### src/rtl/pll_lock_sequencer.sv
// PLL power-up/recovery sequencer: pulses pll_areset, qualifies lock, then releases sys_rst.
// Define LOCK_LOSS_COUNT_EN to add the saturating lock_loss_cnt output.
module pll_lock_sequencer #(
    parameter int unsigned ARST_CYCLES   = 16,
    parameter int unsigned LOCK_TIMEOUT  = 50000,
    parameter int unsigned STABLE_CYCLES = 1024,
    parameter int unsigned MAX_RETRY     = 3,
    parameter int unsigned CNT_W         = 16
) (
    input  logic       CPUCLK_I,
    input  logic       rst,
    input  logic       pll_locked,
    input  logic       restart,
    output logic       pll_areset,
    output logic       sys_rst,
    output logic       ready,
    output logic       fail,
    output logic [3:0] retry_cnt,
`ifdef LOCK_LOSS_COUNT_EN
    output logic [7:0] lock_loss_cnt,
`endif
    output logic [2:0] state_o
);

    typedef enum logic [2:0] {
        S_RESET_PLL = 3'd0,
        S_WAIT_LOCK = 3'd1,
        S_STABLE    = 3'd2,
        S_RUN       = 3'd3,
        S_FAIL      = 3'd4
    } state_t;

    localparam logic [CNT_W-1:0] ARST_LAST    = CNT_W'(ARST_CYCLES - 1);
    localparam logic [CNT_W-1:0] TIMEOUT_LAST = CNT_W'(LOCK_TIMEOUT - 1);
    localparam logic [CNT_W-1:0] STABLE_LAST  = CNT_W'(STABLE_CYCLES - 1);
    localparam logic [3:0]       RETRY_LIMIT  = 4'(MAX_RETRY);

    state_t           state, state_nx;
    logic [CNT_W-1:0] cnt, cnt_nx;
    logic [3:0]       retry_nx;
    logic             sync1, locked_s;

    always_comb begin
        state_nx = state;
        retry_nx = retry_cnt;
        case (state)
            S_RESET_PLL: if (cnt == ARST_LAST) state_nx = S_WAIT_LOCK;
            // Lock wins over a timeout expiring in the same cycle.
            S_WAIT_LOCK: begin
                if (locked_s) begin
                    state_nx = S_STABLE;
                end else if (cnt == TIMEOUT_LAST) begin
                    if (retry_cnt == RETRY_LIMIT) begin
                        state_nx = S_FAIL;
                    end else begin
                        state_nx = S_RESET_PLL;
                        retry_nx = retry_cnt + 4'd1;
                    end
                end
            end
            S_STABLE: begin
                if (!locked_s)                 state_nx = S_WAIT_LOCK;
                else if (cnt == STABLE_LAST)   state_nx = S_RUN;
            end
            S_RUN:   if (!locked_s) state_nx = S_RESET_PLL;
            S_FAIL:  state_nx = S_FAIL;
            default: state_nx = S_RESET_PLL;
        endcase

        if (state_nx == S_RUN) retry_nx = '0;

        if (restart) begin
            state_nx = S_RESET_PLL;
            retry_nx = '0;
        end

        // Counter only runs in the timed states, so it can never wrap.
        if (restart || state_nx != state)
            cnt_nx = '0;
        else if (state == S_RESET_PLL || state == S_WAIT_LOCK || state == S_STABLE)
            cnt_nx = cnt + 1'b1;
        else
            cnt_nx = cnt;
    end

    always_ff @(posedge CPUCLK_I or posedge rst) begin
        if (rst) begin
            state      <= S_RESET_PLL;
            cnt        <= '0;
            retry_cnt  <= '0;
            sync1      <= 1'b0;
            locked_s   <= 1'b0;
            pll_areset <= 1'b1;
            sys_rst    <= 1'b1;
            ready      <= 1'b0;
            fail       <= 1'b0;
            state_o    <= '0;
        end else begin
            state      <= state_nx;
            cnt        <= cnt_nx;
            retry_cnt  <= retry_nx;
            sync1      <= pll_locked;
            locked_s   <= sync1;
            pll_areset <= (state_nx == S_RESET_PLL) || (state_nx == S_FAIL);
            sys_rst    <= (state_nx != S_RUN);
            ready      <= (state_nx == S_RUN);
            fail       <= (state_nx == S_FAIL);
            state_o    <= 3'(state_nx);
        end
    end

`ifdef LOCK_LOSS_COUNT_EN
    logic lock_lost;

    // A restart in the same cycle takes priority, so that exit is not a lock loss.
    always_comb lock_lost = (state == S_RUN) && !locked_s && !restart;

    always_ff @(posedge CPUCLK_I or posedge rst) begin
        if (rst)
            lock_loss_cnt <= '0;
        else if (lock_lost && lock_loss_cnt != '1)
            lock_loss_cnt <= lock_loss_cnt + 8'd1;
    end
`endif

endmodule

### config.mk
export PLATFORM = sky130hd
export DESIGN_NAME = pll_lock_sequencer
export DESIGN_NICKNAME = d
export VERILOG_FILES = /design/src/rtl/pll_lock_sequencer.sv
export SDC_FILE = /design/constraint.sdc
export NUM_CORES = 1
export LEC_CHECK = 0
export CORE_MARGIN = 10
export CORE_UTILIZATION = 50
export DETAILED_ROUTE_END_ITERATION = 6
export PLACE_DENSITY = 0.74
export SYNTH_ARGS = -nofsm -noshare
export SYNTH_HDL_FRONTEND = slang
export SYNTH_SLANG_ARGS = --single-unit
export TNS_END_PERCENT = 30
### constraint.sdc
create_clock -name CPUCLK_I -period 4.22 [get_ports CPUCLK_I]
set_clock_uncertainty 0.1 [all_clocks]
set_input_delay 0.844 -clock CPUCLK_I [delete_from_list [all_inputs] [get_ports CPUCLK_I]]
set_output_delay 0.844 -clock CPUCLK_I [all_outputs]
set_load 0.01 [all_outputs]
==> flow_results.org, run 1 <==
** Pwr
- Worst voltage drop across the vdd grid :: between 0.00015 and 0.0002 V
- Power spread over the standard cell area amounts to 254 mW/mm^2.
- Static Leakage :: 0.000760 uW

** Timing
- Period utilization :: 65.8%
- Setup repair after global routing left no endpoint under its margin.
- Adding up every negative setup slack in the final design gives 0 ns.
- At the pin with the least slew margin, the transition time is approximately 1.1 ns.
- Headroom to the max-slew limit :: a little under a quarter
- Min cycle time layout :: about 2.8 ns
- The number of failing hold endpoints at the final stage was 0.
- Max-slew violations :: 0
- Setup violations remaining at the end of the flow were counted as 0.
- Timing would allow up to between 0.3 and 0.4 GHz.

** Route
- Detailed-route wire length per cell :: between 15 and 20 um
- In this run the remaining antenna-violating nets after routing total 0.
- The routed layout has roughly 1,200 vias.
- After detailed routing, the total wire length is 3.29 mm.
- Post-DR vias/cell :: 5.85
- The first routing iteration left 94 violations.
- Number of remaining DRC errors :: 0
- The first detailed-routing pass ran for 4 iterations.

** CTS
- TritonCTS built the clock tree.
- Max Buffers Root-to-Sink :: 2
- Clock insertion delay at the later pin of the skew report :: 0.33 ns
- Cells resized by post-CTS repair :: 0
- Clock H-tree levels :: 2
- Hold-fix buffers at CTS :: 0
- Clock root buffer :: sky130_fd_sc_hd__clkbuf_4
- In this run the post-CTS setup repair buffer count came out at 0.
- Reg clk slew, reported paths :: 0.08 ns
- Counting the buffers created by CTS gives 5.
- The tree built by TritonCTS fans out to 29 sinks.

** Worst setup path
- STA classifies the critical path startpoint as a flip-flop.
- Type of element capturing the critical path :: flip-flop
- Biggest cell delay along the critical path :: ~0.97 ns
- Arrival time at the worst endpoint :: 2.83 ns
- Path type of the worst setup path :: reg2reg
- Total buffers and inverters traversed by the critical path :: 0
- On the critical path, the stage with the largest delay is an instance of sky130_fd_sc_hd__a311oi_2.
- Traced cell by cell, the critical path runs through ha_1 > nor3b_1 > and4_2 > or2b_4 > a311oi_2 > nor4_1.
- The cell family contributing the most delay on the critical path is compound AO/OA/AOI/OAI gates.
- Endpoint required time on the critical path :: 4.27 ns
- Of all nets on the critical path, the largest fanout is 11.

** Floorplan
- 15 I/O pins were placed.
- The initial utilization of the core area, before any placement, comes to between 50% and 60%.
- The floorplan has 21 rows.
- Placeable core region :: about 0.0033 mm^2
- Vertical die dimension :: slightly below 80 um
- Die Outline Area :: just over 0.006 mm^2
- Measured along the x axis, the die boundary spans approximately 78 um.

** Yosys
- Summed instance area of the synthesized netlist :: ~0.0017 mm^2
- In the synthesized netlist the async set-or-reset flop fraction comes to 100%.
- Sequential cell area fraction in the yosys report :: ~43%
- Dominant register cell in the synthesized netlist :: sky130_fd_sc_hd__dfrtp_1
- Synthesis warning total :: 0
- Post-Synthesis Net Count :: 156
- Yosys mapped the design onto between 40 and 50 distinct sky130hd cell types.
- Averaged over all synthesized cells, the footprint is 11.3 um^2.
- Number of standard cells after synthesis :: 150
- Seq cells post-synth :: 29
- Counting flops with a built-in enable in the synthesized netlist gives 0.

** Layout
- Antenna cells :: 0
- Fraction of layout cells with a size suffix above 1 :: about 20%
- Filler cell count :: approximately 320
- Max FFs per register :: 16
- The finished cells cover 0.00189 mm^2.
- Largest register by flop count :: cnt
- The final layout contains 172 nets.
- Relative to the synthesized area, the layout overhead comes to 11.8%.
- The largest registers in the layout are cnt: 16 flops, retry_cnt: 4 flops, state: 3 flops.

** GRT
- Total overflow reported by the global router :: 0
- Initial antenna violation count :: 0
- In the global route stage, overall resource usage came out at 11.8%.
- The number of global-route vias before repair was between 1,000 and 1,500.
- The first global-routing pass estimated 6.00 mm of wire.
- Largest net degree at the start of global routing :: 30

** Outcome
- Result of the run :: finished clean

** Placement
- Final Wtd Congestion :: 0.847
- # port buffers :: 14
- In this run the cell area measured after placement is roughly 0.0018 mm^2.
- After legalization and detailed placement, the total HPWL measured approximately 2.4 mm.

** Flow run
- Max capacitance violation total :: 0

** Min path
- Hold Path Class :: reg2reg
-- synthesized netlist by cell type, types with 3 or more instances --
| master | number | area share (%) |
|---|---|---|
| sky130_fd_sc_hd__dfrtp_1 | 27 | 40 |
| sky130_fd_sc_hd__xor2_1 | 13 | 6.7 |
| sky130_fd_sc_hd__nor2_1 | 12 | 2.7 |
| sky130_fd_sc_hd__nor4_2 | 10 | 7.4 |
| sky130_fd_sc_hd__nand3_1 | 7 | 2.1 |
| sky130_fd_sc_hd__nand4_1 | 7 | 2.6 |
| sky130_fd_sc_hd__nand2_1 | 6 | 1.3 |
| sky130_fd_sc_hd__and4_1 | 5 | 2.6 |
| sky130_fd_sc_hd__buf_6 | 5 | 3.3 |
| sky130_fd_sc_hd__xnor2_1 | 5 | 2.6 |
| sky130_fd_sc_hd__a21oi_1 | 4 | 1.2 |
| sky130_fd_sc_hd__and2_1 | 3 | 1.1 |
| sky130_fd_sc_hd__inv_1 | 3 | 0.67 |
-- path summary, 6_finish.rpt --
path / from / to / slack, ns / depth (start not counted)
max: cnt[0]$_DFFE_PP0P_ / cnt[4]$_DFFE_PP0P_ / 1.44 / 6
min: sync1$_DFF_PP0_ / locked_s$_DFF_PP0_ / 0.26 / 0
max reg2reg: cnt[0]$_DFFE_PP0P_ / cnt[4]$_DFFE_PP0P_ / 1.44 / 6
min reg2reg: sync1$_DFF_PP0_ / locked_s$_DFF_PP0_ / 0.26 / 0
max in group asynchronous: rst / cnt[6]$_DFFE_PP0P_ / 2.37 / 2
min in group asynchronous: rst / cnt[15]$_DFFE_PP0P_ / 0.99 / 2
-- logic make-up after synthesis --
group	count (synthesis)	synth area share, %
compound gates	15	7.11
xor+xnor	18	9.33
fa+ha+maj	2	1.48
buf+inv	8	4.00
flops	29	43.1
mux	2	1.18
simple gates	76	33.8
-- layer usage --
layer | track usage [%] | part of all wire (%) | routed length (um) | vias up
li1 | - | - | - | 596
met1 | 13.9 | 43 | 1410 | 620
met2 | 19.2 | 50 | 1640 | 24
met3 | 4.56 | 5.8 | 191 | 6
met4 | 4.12 | 1.3 | 44 | 0
met5 | 0 | 0 | 0 | -
-- worst reg2reg max path, stage by stage, from the launching register on --
cell                       delay (ns)
sky130_fd_sc_hd__dfrtp_1         0.43
sky130_fd_sc_hd__ha_1            0.29
sky130_fd_sc_hd__nor3b_1         0.18
sky130_fd_sc_hd__and4_2          0.25
sky130_fd_sc_hd__or2b_4          0.27
sky130_fd_sc_hd__a311oi_2        0.97
sky130_fd_sc_hd__nor4_1          0.13
-- per-stage QoR --
step	total power (uW)	hold slack, ns	std cells	utilization [%]	worst slack, ns
after floorplan	307	0.231	150	-	2.18
after global placement	313	0.232	205	55.3	1.31
after detailed placement	314	0.253	205	55.3	1.24
after global routing	510	0.289	213	57.1	1.17
final	481	0.265	213	57.1	1.44
after CTS	491	0.274	213	57.1	1.42
-- cell usage in the layout, fill, tap and decap left out, drive strengths merged, types with 2 or more instances in the layout --
cell type | netlist | layout
nand3 | 8 | 8
and4 | 6 | 6
nand2 | 7 | 7
nand4 | 7 | 7
ha | 2 | 2
or3 | 2 | 2
xor2 | 13 | 13
a21oi | 5 | 5
nor4 | 13 | 13
inv | 3 | 3
o21ai | 2 | 2
clkdlybuf4s50 | 0 | 14
xnor2 | 5 | 5
and2 | 4 | 4
mux2i | 2 | 2
or4 | 2 | 2
dfrtp | 27 | 27
clkbuf | 0 | 8
nor3b | 2 | 2
nor2 | 12 | 12
dfstp | 2 | 2
and3 | 2 | 2
-- area by class of cell --
cell class                 instances  area [um^2]  share of cell area (%)
multi-input combinational        113          895                    47.3
clock buffer                       8         58.8                    3.11
timing repair buffer              14          140                    7.41
inverter                           3         11.3                   0.596
tap                               46         57.6                    3.04
sequential                        29          728                    38.5
-- power breakdown --
| group | total [uW] | internal (uW) | switching, uW | leakage [uW] |
|---|---|---|---|---|
| Clock | 173 | 82.1 | 90.7 | 0.0000326 |
| Sequential | 285 | 281 | 3.74 | 0.000391 |
| Combinational | 23.4 | 8.21 | 15.1 | 0.000336 |
| Total | 481 | 371 | 110 | 0.000760 |
No activity file was read; power rests on OpenSTA's default activity.
==> run 2: changes to the inputs <==
Settings changed: PLACE_DENSITY 0.74 to 0.76.
Clock period 4.22 ns to 2.4 ns, I/O delays scaled along.
==> flow_results.org, run 2 (synthesis results as in run 1) <==
** Outcome
- Result of the run :: finished clean

** Layout
- The largest registers in the layout are cnt: 16 flops, retry_cnt: 4 flops, state: 3 flops.
- Antenna cells :: 0
- Post-route cell area :: 0.00194 mm^2
- Area of the multi-input gates :: approximately 900 um^2
- The net count of the finished layout is between 150 and 200.
- Fraction of layout cells with a size suffix above 1 :: between 20% and 30%
- Area growth from synthesis to final layout :: 14.6%
- Counting the fill cells in the layout gives 304.
- Summing all flip-flop and latch instances after layout gives between 700 and 800 um^2.
- More flip-flops sit in one register than any other, and that register is cnt.
- The register with the most flip-flops in the layout has 16 of them.
- Commonest cells after routing, fill and taps aside :: sky130_fd_sc_hd__dfrtp_1, sky130_fd_sc_hd__clkdlybuf4s50_1, sky130_fd_sc_hd__xor2_1
- The library cell used most frequently in the layout, excluding fill and tap cells, is sky130_fd_sc_hd__dfrtp_1.

** GRT
- Across every metal layer, demand over resource in global routing totals approximately 11%.
- Global-route wire length before repair :: a little under 6 mm
- Global routing used approximately 14% of the available met1 tracks.
- Initial antenna violation count :: 0
- Global routing met3 resource utilization :: between 3 and 4%
- Largest net degree at the start of global routing :: 17
- In the global route stage, met2 resource usage came out at between 10% and 20%.
- The layer flagged by global routing as most heavily used is met2.
- Total overflow reported by the global router :: 0
- The number of global-route vias before repair came to approximately 1,300.

** Worst setup path
- The worst setup path is captured at a flip-flop.
- Endpoint required time on the critical path :: about 2.5 ns
- Reg2Reg Depth :: 7
- The endpoint identified for the worst register-to-register timing path is cnt[8]$_DFFE_PP0P_.
- Arrival time at the worst endpoint :: approximately 2.3 ns
- The setup path with the least slack is of type reg2reg.
- Slack of the worst reg-to-reg path :: 0.20 ns
- The startpoint identified for the worst register-to-register timing path is cnt[0]$_DFFE_PP0P_.
- Along the worst path, the maximum fanout reaches 11.
- Critical path launch point :: cnt[0]$_DFFE_PP0P_
- Endpoint of the worst setup timing path :: cnt[8]$_DFFE_PP0P_
- Startpoint type of the worst setup path :: flip-flop

** Timing
- Count of endpoints failing hold in the final timing report :: 0
- The worst path needs roughly 2.2 ns of the cycle, external delays included.
- Max-slew violations :: 0
- RSZ-0062 raised after global routing :: false
- Setup Total Neg Slack :: 0 ns
- Setup violations remaining at the end of the flow were counted as 0.
- For the pin with the worst max-slew slack, the measured transition is approximately 0.52 ns.
- Timing would allow up to about 0.46 GHz.
- On the final layout, the worst hold slack is between 0.2 and 0.3 ns.
- Measured against its own limit, the worst slew margin works out to between 60% and 70%.
- In the finished design, the share of the clock period the worst path needs comes to between 90% and 100%.

** CTS
- The number of setup buffers added after CTS is 0.
- Clock H-tree levels :: 2
- TritonCTS built the clock tree.
- Clock-pin slew was measured on the worst setup and hold paths at 0.09 ns.
- Inserted Clock Buffers :: 5
- Hold-fix buffers at CTS :: 0
- Clock root buffer :: sky130_fd_sc_hd__clkbuf_4
- The clock reaches the later pin of the worst-skew pair after ~0.32 ns.
- Max Buffers Root-to-Sink :: 2
- After clock tree synthesis, the repair step resized 0 gates.
- Counting every sink on the clock net gives 29.

** Route
- Number of remaining DRC errors :: 0
- Routed vias :: 1,259
- The first routing iteration left 52 violations.
- Total wirelength of the detailed-routed design :: approximately 3.3 mm
- Using the TritonRoute via totals, the vias-per-cell ratio works out to 5.75.
- Detailed-route wire length per cell :: between 15 and 20 um
- The first TritonRoute pass finished after 4 iterations.
- The detail route stage leaves a number of antenna-violating nets equal to 0.

** Pwr
- The worst-case IR drop observed on VDD is around 0.00028 V.
- Power per unit of standard cell area :: approximately 420 mW/mm^2
- Static Leakage :: 0.000791 uW
- Total power for the finished layout comes to around 800 uW.

** Floorplan
- The floorplan step defined a core boundary enclosing 0.00331 mm^2.
- In this run the horizontal extent of the chip is around 80 um.
- The die covers between 0.006 and 0.007 mm^2.
- The die is a little under 80 um tall.
- Once the floorplan was initialized, standard cells occupied roughly half of the core.
- 15 I/O pins were placed.
- Row generation in the floorplan step produced 21 rows.

** Placement
- Final Wtd Congestion :: 0.899
- Once placement finished, the instance area stood at 0.00188 mm^2.
- # port buffers :: 14
- Detailed placement ended at an HPWL of approximately 2.5 mm.

** Min path
- Hold Path Class :: reg2reg

** Flow run
- Max capacitance violation total :: 0
-- run 2: routing by layer --
metal  vias up  share of wire (%)
met1       616                 44
met3         2                5.9
li1        607                  -
met4         0               0.66
met2        34                 49
met5         -                  0
-- run 2: worst max-delay path: stages, from the launching register on --
cell,delay [ns]
sky130_fd_sc_hd__dfrtp_1,0.43
sky130_fd_sc_hd__ha_1,0.28
sky130_fd_sc_hd__nor3b_1,0.17
sky130_fd_sc_hd__and4_2,0.25
sky130_fd_sc_hd__or2b_4,0.27
sky130_fd_sc_hd__a311oi_2,0.25
sky130_fd_sc_hd__buf_4,0.25
sky130_fd_sc_hd__nor4_2,0.07
-- run 2: metrics by stage --
stage               std cells  setup slack, ns  util (%)
finish                    219            0.205      58.5
global route              219           0.0384      58.5
CTS                       219           0.0770      58.2
detailed placement        211           0.0867      56.7
global placement          211            0.129      56.7
floorplan                 150            0.364         -
-- run 2: worst min path at each step --
stage | startpoint | to | slack (ns) | cells after the start
after floorplan | sync1$_DFF_PP0_ | locked_s$_DFF_PP0_ | 0.23 | 0
after global placement | sync1$_DFF_PP0_ | locked_s$_DFF_PP0_ | 0.25 | 0
after detailed placement | sync1$_DFF_PP0_ | locked_s$_DFF_PP0_ | 0.24 | 0
after CTS | sync1$_DFF_PP0_ | locked_s$_DFF_PP0_ | 0.28 | 0
after global routing | sync1$_DFF_PP0_ | locked_s$_DFF_PP0_ | 0.28 | 0
final | sync1$_DFF_PP0_ | locked_s$_DFF_PP0_ | 0.27 | 0
-- run 2: where the power goes --
part           total [uW]  leakage (uW)  internal (uW)  switching, uW
Combinational        43.9      0.000368           17.0           26.9
Clock                 271     0.0000320            111            160
Sequential            501      0.000391            494           6.46
-- run 2: cell type report --
class,instances,area share [%]
Timing Repair Buffer,20,9.56
Clock inverter,2,0.517
Tap cell,46,2.97
Inverter,3,0.581
Sequential cell,29,37.6
Multi-Input combinational cell,113,46.6
Clock buffer,6,2.13
